File: config.mk
export PLATFORM = sky130hd
export DESIGN_NAME = ltl_nfa_engine
export DESIGN_NICKNAME = d
export VERILOG_FILES = /design/src/rtl/ltl_nfa_engine.sv
export SDC_FILE = /design/constraint.sdc
export NUM_CORES = 1
export LEC_CHECK = 0
export ABC_CLOCK_PERIOD_IN_PS = 13800
export CAP_MARGIN = 20
export CELL_PAD_IN_SITES_DETAIL_PLACEMENT = 2
export CELL_PAD_IN_SITES_GLOBAL_PLACEMENT = 2
export CORE_MARGIN = 3
export CORE_UTILIZATION = 48
export CTS_BUF_LIST = sky130_fd_sc_hd__clkbuf_16
export DETAILED_ROUTE_END_ITERATION = 7
export GPL_TIMING_DRIVEN = 0
export PLACE_DENSITY = 0.85
export SLEW_MARGIN = 20
export SYNTH_ARGS = -nofsm -noshare
export SYNTH_HDL_FRONTEND = slang
export SYNTH_SLANG_ARGS = --single-unit
File: constraint.sdc
create_clock -name clk -period 13.8 [get_ports clk]
set_input_delay 3.45 -clock clk [delete_from_list [all_inputs] [get_ports clk]]
set_output_delay 3.45 -clock clk [all_outputs]
set_load 0.02 [all_outputs]
File: src/rtl/ltl_nfa_engine.sv
// Runtime-programmable homogeneous NFA (STE array) for LTL trace monitoring.
// Consumes a symbol stream and queues non-zero report vectors in a first-word-fall-through FIFO.
module ltl_nfa_engine #(
  parameter int unsigned N_STATES  = 16,
  parameter int unsigned SYM_W     = 8,
  parameter int unsigned RPT_DEPTH = 8,
  parameter int unsigned IDX_W     = 16,
  localparam int unsigned CFG_W    = (N_STATES > 2 * SYM_W) ? N_STATES : 2 * SYM_W,
  localparam int unsigned SEL_W    = (N_STATES > 1) ? $clog2(N_STATES) : 1
) (
  input  logic                clk,
  input  logic                reset,
  input  logic                cfg_we,
  input  logic [SEL_W-1:0]    cfg_sel,
  input  logic [1:0]          cfg_field,
  input  logic [CFG_W-1:0]    cfg_wdata,
  output logic                cfg_err,
  input  logic                sym_valid,
  output logic                sym_ready,
  input  logic [SYM_W-1:0]    sym_data,
  input  logic                sym_last,
  output logic                rpt_valid,
  input  logic                rpt_ready,
  output logic [N_STATES-1:0] rpt_vec,
  output logic [IDX_W-1:0]    rpt_idx,
  output logic [N_STATES-1:0] active
);

  localparam int unsigned PTR_W = $clog2(RPT_DEPTH);
  localparam int unsigned CNT_W = PTR_W + 1;

  // Per-state configuration
  logic [SYM_W-1:0]    lo_q     [N_STATES];
  logic [SYM_W-1:0]    hi_q     [N_STATES];
  logic [N_STATES-1:0] mask_q   [N_STATES];
  logic [1:0]          start_q  [N_STATES];
  logic [N_STATES-1:0] report_q;

  logic [N_STATES-1:0] active_q;
  logic [IDX_W-1:0]    idx_q;
  logic                sof_q;
  logic                stream_q;
  logic                cfg_err_q;

  logic [N_STATES-1:0] fifo_vec [RPT_DEPTH];
  logic [IDX_W-1:0]    fifo_idx [RPT_DEPTH];
  logic [CNT_W-1:0]    wptr_q;
  logic [CNT_W-1:0]    rptr_q;

  logic [N_STATES-1:0] match;
  logic [N_STATES-1:0] enable;
  logic [N_STATES-1:0] next_active;
  logic [N_STATES-1:0] rv;
  logic                fifo_full;
  logic                fifo_empty;
  logic                pop;
  logic                accept;
  logic                push;
  logic                cfg_ok;
  logic                cfg_bad;

  always_comb begin
    match  = '0;
    enable = '0;
    for (int i = 0; i < N_STATES; i++) begin
      match[i]  = (sym_data >= lo_q[i]) && (sym_data <= hi_q[i]);
      enable[i] = (|(active_q & mask_q[i])) || (start_q[i] == 2'd1 && sof_q) ||
                  (start_q[i] == 2'd2);
    end
    next_active = enable & match;
    rv          = next_active & report_q;
  end

  // Extra pointer bit distinguishes full from empty when the indices coincide
  assign fifo_empty = (wptr_q == rptr_q);
  assign fifo_full  = (wptr_q[PTR_W] != rptr_q[PTR_W]) &&
                      (wptr_q[PTR_W-1:0] == rptr_q[PTR_W-1:0]);
  assign rpt_valid  = ~fifo_empty;
  assign pop        = rpt_valid & rpt_ready;
  assign sym_ready  = ~fifo_full | pop;
  assign accept     = sym_valid & sym_ready;
  assign push       = accept & (|rv);

  assign cfg_ok  = cfg_we & ~stream_q & ~accept & (cfg_field != 2'd3) &
                   (32'(cfg_sel) < N_STATES);
  assign cfg_bad = cfg_we & ~cfg_ok;

  assign rpt_vec = fifo_vec[rptr_q[PTR_W-1:0]];
  assign rpt_idx = fifo_idx[rptr_q[PTR_W-1:0]];
  assign active  = active_q;
  assign cfg_err = cfg_err_q;

  always_ff @(posedge clk) begin
    if (reset) begin
      active_q  <= '0;
      idx_q     <= '0;
      sof_q     <= 1'b1;
      stream_q  <= 1'b0;
      cfg_err_q <= 1'b0;
      wptr_q    <= '0;
      rptr_q    <= '0;
      report_q  <= '0;
      for (int i = 0; i < N_STATES; i++) begin
        lo_q[i]    <= '1;
        hi_q[i]    <= '0;
        mask_q[i]  <= '0;
        start_q[i] <= '0;
      end
    end else begin
      cfg_err_q <= cfg_bad;
      if (accept) begin
        // The last symbol still reports, but the next stream starts from a clean slate
        active_q <= sym_last ? '0 : next_active;
        idx_q    <= sym_last ? '0 : idx_q + IDX_W'(1);
        sof_q    <= sym_last;
        stream_q <= ~sym_last;
      end
      if (push) wptr_q <= wptr_q + CNT_W'(1);
      if (pop)  rptr_q <= rptr_q + CNT_W'(1);
      if (cfg_ok) begin
        case (cfg_field)
          2'd0: begin
            lo_q[cfg_sel] <= cfg_wdata[SYM_W-1:0];
            hi_q[cfg_sel] <= cfg_wdata[2*SYM_W-1:SYM_W];
          end
          2'd1: mask_q[cfg_sel] <= cfg_wdata[N_STATES-1:0];
          2'd2: begin
            report_q[cfg_sel] <= cfg_wdata[2];
            start_q[cfg_sel]  <= cfg_wdata[1:0];
          end
          default: ;
        endcase
      end
    end
  end

  always_ff @(posedge clk) begin
    if (push) begin
      fifo_vec[wptr_q[PTR_W-1:0]] <= rv;
      fifo_idx[wptr_q[PTR_W-1:0]] <= idx_q;
    end
  end

endmodule

# Word level (Yosys, flattened, before mapping)
# Memories as Yosys holds them, arrays and structs flattened. A register that Yosys moved wholly into a read port is not among the register bits.
# Cells that the tools add are included.
dict set report op_classes {
  shift 0
  n_div 0
  mux 37
  n_eq_ne 38
  n_addsub 3
  n_lt_le_gt_ge 34
  multipliers 0
  bitwise_logic 32
  reduce_logical 89
}
# operator count
set op_table {}
lappend op_table {{$and A16 B16 Y16} 18}
lappend op_table {{$reduce_or A16 Y1} 18}
lappend op_table {{$ge A8 B8 Y1} 16}
lappend op_table {{$le A8 B8 Y1} 16}
lappend op_table {{$mux W16} 3}
lappend op_table {{$eq A2 B1 Y1 const B} 17}
lappend op_table {{$eq A2 B2 Y1 const B} 17}
lappend op_table {{$logic_and A1 B1 Y1} 34}
lappend op_table {{$logic_or A1 B1 Y1} 32}
lappend op_table {{$mux W1} 21}
lappend op_table {{$add A16 B1 Y16 const B} 1}
lappend op_table {{$bwmux W16} 1}
lappend op_table {{$mux W4} 4}
lappend op_table {{$mux W8} 2}
lappend op_table {{$reduce_or A8 Y1} 2}
lappend op_table {{$mux W3} 4}
lappend op_table {{$add A4 B1 Y4 const B} 2}
lappend op_table {{$and A1 B1 Y1} 7}
lappend op_table {{$not A1 Y1} 6}
lappend op_table {{$lt A4 B5 Y1 const B} 1}
lappend op_table {{$demux W1 S4} 1}
lappend op_table {{$eq A4 B4 Y1} 1}
lappend op_table {{$ge A4 B1 Y1 const B} 1}
lappend op_table {{$eq A3 B3 Y1} 1}
lappend op_table {{other kinds (7)} 7}
dict set report totals {
  ramBits 800
  reg_bits 59
  latch_bits 0
  memories 6
  romBits 0
}
# memory words width rd rd_clocked_by_memory_dff wr line_no
set mem_list {}
lappend mem_list {mask_q 16 16 16 0 16 35} ;# logic [N_STATES-1:0] mask_q [N_STATES];
lappend mem_list {fifo_idx 8 16 1 1 1 46} ;# logic [IDX_W-1:0] fifo_idx [RPT_DEPTH];
lappend mem_list {fifo_vec 8 16 1 1 1 45} ;# logic [N_STATES-1:0] fifo_vec [RPT_DEPTH];
lappend mem_list {hi_q 16 8 16 0 16 34} ;# logic [SYM_W-1:0] hi_q [N_STATES];
lappend mem_list {lo_q 16 8 16 0 16 33} ;# logic [SYM_W-1:0] lo_q [N_STATES];
lappend mem_list {start_q 16 2 16 0 16 36} ;# logic [1:0] start_q [N_STATES];

# Logic depth before layout (Yosys ltp)
dict set report depth {
  word_depth 13
  depth_mapped 12
}

# Least setup slack after synthesis
# OpenSTA, ideal clock, no wires.
dict set report synth_path {
  path_type {input port to flip-flop}
  start {input sym_data[0]}
  end {memory fifo_idx[1][0] (enable)}
  path_slack_ns 4.041
  path_stages 12
  arrival_time_ns 9.246
  path_cell_list {inv_1 > ha_1 > nand2b_1 > a2111oi_0 > or4_1 > a2bb2oi_1 > and3_1 > nor4_1 > and4_1 > buf_6 > nand2b_4 > nor4b_1}
}
dict set report synth_between {
  elab_chain_cells 8
}
# item line_no
set synth_lines {}
lappend synth_lines {{start: declaration} 20} ;# input logic [SYM_W-1:0] sym_data,
lappend synth_lines {{$ge A8 B8 Y1 / $le A8 B8 Y1 (equally long branches)} 66} ;# match[i] = (sym_data >= lo_q[i]) && (sym_data <= hi_q[i]);
lappend synth_lines {{$logic_and A1 B1 Y1 (*)} 66}
lappend synth_lines {{$and A16 B16 Y16 (*)} 70} ;# next_active = enable & match;
lappend synth_lines {{$and A16 B16 Y16 (*)} 71} ;# rv = next_active & report_q;
lappend synth_lines {{named net rv[3]} 53} ;# logic [N_STATES-1:0] rv;
lappend synth_lines {{$reduce_or A16 Y1 (*)} 82} ;# assign push = accept & (|rv);
lappend synth_lines {{$and A1 B1 Y1 (*)} 82}
lappend synth_lines {{$mux W1 (*)} 138} ;# if (push) begin
lappend synth_lines {{$mux W1 (implied by the code) (*)} 140} ;# fifo_idx[wptr_q[PTR_W-1:0]] <= idx_q;
lappend synth_lines {{end: declaration} 46}
# The timed path passes the listed nets; every way through them passes the cells marked *.

# Worst setup path in the final report
dict set report layout_path {
  start {input rpt_ready}
  end {output sym_ready}
}
dict set report layout_between {
  elab_chain_cells 2
}
# item line_no
set layout_lines {}
lappend layout_lines {{start: declaration} 23} ;# input logic rpt_ready,
lappend layout_lines {{$and A1 B1 Y1} 79} ;# assign pop = rpt_valid & rpt_ready;
lappend layout_lines {{$or A1 B1 Y1} 80} ;# assign sym_ready = ~fifo_full | pop;
lappend layout_lines {{end: declaration} 19} ;# output logic sym_ready,
# No other way between the ends.

==> results.yml <==
outcome:
  outcome: "completed"
detailed_routing:
  first_iter_violations: 2973
  vias: 28860
  drcViolationCount: 0
  postRouteWirelength_um: 159000
  viasPerCell: 6.398
  ant_nets: 0
  wl_per_cell_um: 35.26
  drt-pass1-iter-count: 5
critical_path:
  critPathArrivalTime_ns: 4.95
  cp-start-kind: "input port"
  required_ns: 10.35
  worstSetupPathType: "in -> out"
  cp-end-kind: "output port"
  crit_fanout: 3
pwr:
  switching_power_uw: 1405
  total_leakage_power_uw: 0.01735
  share_seq_of_total_power: 0.506
  combPwrFrac: 0.059
  ir_drop_uv: 108.4
  p_sw_frac: 0.2437
  p_int_uw: 4360
  powerDensity_nw_per_um2: 124.0
  clkPwrFrac: 0.436
yosys:
  synth_top_area_frac: 0.5874
  postSynthCellCount: 3080
  netlist_area_um2: 40900
  ys_seq_area_frac: 0.6177
  synth_ff_type: "edfxtp_1"
  async_reset_ff_frac: 0
  syn_avg_cell_area_um2: 13.28
  ys_types: 64
  yosys_warnings: 0
  yosys_register_bits: 862
  synth.top_cells.by_area: "edfxtp_1 59%, ha_1 7.9%, and2_1 5.9%"
  synth_edf_count: 800
  synthesis.nets: 3375
  synth.largest_area_cell: "edfxtp_1"
clock_tree:
  postCtsHoldBufs: 0
  clock_latency_ns: 0.68
  post_cts_buffers: 0
  cts_sinks: 862
  cts_buffer_depth: 3
  htreeDepth: 3
  root_buffer: "clkbuf_16"
  clkTransAtPathRegs_ns: 0.06
  ctsResizeCount: 0
  cts_tree: "done"
  cts_made_buffers: 92
global_route:
  grt_pass1_vias: 31880
  grt_pass1_wl_um: 227800
  antenna_found_initial: 15
  gr-total-overflow: 0
  grt_max_degree: 33
  grt.total_usage: 0.3547
die:
  io_pins: 87
  initial_utilization: 0.4864
  rows: 106
  dieArea_um2: 88740
  core-area_um2: 84090
  die_y_um: 297.9
  die_width_um: 297.9
sta:
  tightest_slew_ns: 1.284
  clock.fmax_mhz: 119.0
  holdWs_ns: 0.4968
  period_needed_ns: 8.403
  finalClockSkew_ns: 0.02681
  final-max-slew-violation-count: 0
  final_hold_viol_count: 0
  setup_viol: 0
  slew_headroom: 0.1441
  rsz0062_at_grt: "false"
  post-route-period-util: 0.6089
place:
  dp_hpwl_um: 105400
  dp_cells: 4332
  place_area_um2: 43510
  place.gp.congestion: 0.9039
  port_buffers: 84
finish:
  nets: 3587
  final.fill_count: 7694
  stdcell_area_um2: 46500
  drive_gt1_frac: 0.1234
  layout-area-overhead-vs-synth_pct: 13.70
  post-route-util: 0.5530
  final_cells: 4510
run:
  maxCapViolations: 0
worst_hold_path:
  hp-class: "reg -> reg"
==> path summary, 6_finish.rpt <==
check	endpoint	slack [ns]	start	cells past startpoint
setup / recovery	sym_ready	5.40	rpt_ready	4
hold / removal	report_q[12]	0.50	report_q[12]	2
setup reg to reg	fifo_vec[4][2]	8.26	active[2]	14
hold reg to reg	report_q[12]	0.50	report_q[12]	2
==> metal layers <==
layer  track usage  wire, um  vias to the layer above
met3       0.06631     12250                      550
met1        0.4240     58370                    15010
met5             0        49                        -
met4        0.1785      8949                        8
met2        0.6151     79420                     1524
li1              -         -                    11770
==> Yosys cell counts, types with 14 or more instances <==
library cell	instances
edfxtp_1	800
and2_1	387
ha_1	259
inv_1	247
nor2_1	140
or3_1	132
a21oi_1	118
clkbuf_1	117
nand2_1	97
mux4_2	64
dfxtp_1	62
nand4_1	56
or2_2	49
a22oi_1	46
o21ai_0	43
buf_2	38
a22o_1	32
mux2_2	32
nand3_1	32
a221oi_1	29
nor2b_1	24
nor3_1	17
nand3b_1	16
a211oi_1	15
o22ai_1	15
nand2b_1	14
o211ai_1	14
==> registers in the layout, summed over array words and instances, names as in the netlist, named ones only <==
| name | flops |
|---|---|
| cfg_err | 1 |
| hi_q | 128 |
| wptr_q | 4 |
| lo_q | 128 |
| rptr_q | 4 |
| active | 16 |
| report_q | 16 |
| stream_q | 1 |
| sof_q | 1 |
| fifo_idx | 128 |
| mask_q | 256 |
| idx_q | 16 |
| start_q | 32 |
| fifo_vec | 128 |
==> cell families after synthesis <==
family / share of synthesized area
xor gates and xnor gates: 0.004283
AOI/OAI and AO/OA: 0.06706
and+or+nand+nor: 0.1451
buffers and inverters: 0.04194
muxes: 0.04466
adders and majority gates: 0.07923
DFF: 0.6177
==> power by group through the flow <==
stage                     clock network (uW)  logic, uW  registers [uW]
after floorplan                            0        156            2950
after global placement                     0        282            2960
after detailed placement                   0        319            2970
after CTS                               2520        330            2910
after global routing                    2610        357            2920
final                                   2510        339            2910
==> layout make-up <==
class	instances	area (um^2)	share of cell area
Clock inverter	81	635.6	0.01367
Tap cell	1134	1419	0.03051
Antenna cell	4	10.01	0.0002153
Clock buffer	93	2327	0.05005
Buffer	179	798.3	0.01717
Inverter	247	927.1	0.01994
Sequential cell	862	25260	0.5433
Timing Repair Buffer	118	1145	0.02462
Multi-Input combinational cell	1792	13970	0.3005
==> through the flow <==
| stage | setup TNS [ns] | power (uW) | worst slack, ns |
|---|---|---|---|
| detailed placement | 0 | 3286 | 4.648 |
| global placement | -192.25 | 3241 | -2.232 |
| finish | 0 | 5765 | 5.397 |
| global route | 0 | 5887 | 5.329 |
| floorplan | 0 | 3111 | 4.041 |
| CTS | 0 | 5760 | 5.233 |
==> layout by cell type (no fill, tap or decap), types with 13 or more instances in the layout <==
master and instances:
clkdlybuf4s50_1 77, nand3b_1 16, or2_2 49, nor2b_1 24
clkbuf_16 93, nand3_1 32, nand2b_1 14, a22o_1 32
a21oi_1 118, a22oi_1 46, inv_1 262, mux4_2 64
ha_1 259, edfxtp_1 800, o211ai_1 14, nand2_1 97
nor2_1 140, clkbuf_1 111, a211oi_1 13, o22ai_1 15
and2_1 387, nand4_1 56, clkinv_1 26, clkbuf_2 15
mux2_2 32, buf_4 18, o21ai_0 43, a221oi_1 29
buf_2 49, or3_1 132, dfxtp_1 62, nor3_1 16
clkinv_2 22
==> critical path, stage by stage <==
cell and delay (ns):
clkdlybuf4s50_1 0.51, nor2_1 0.19, nand4_1 0.20, clkdlybuf4s50_1 0.60
Note: power is estimated with default switching activity, not from simulation.
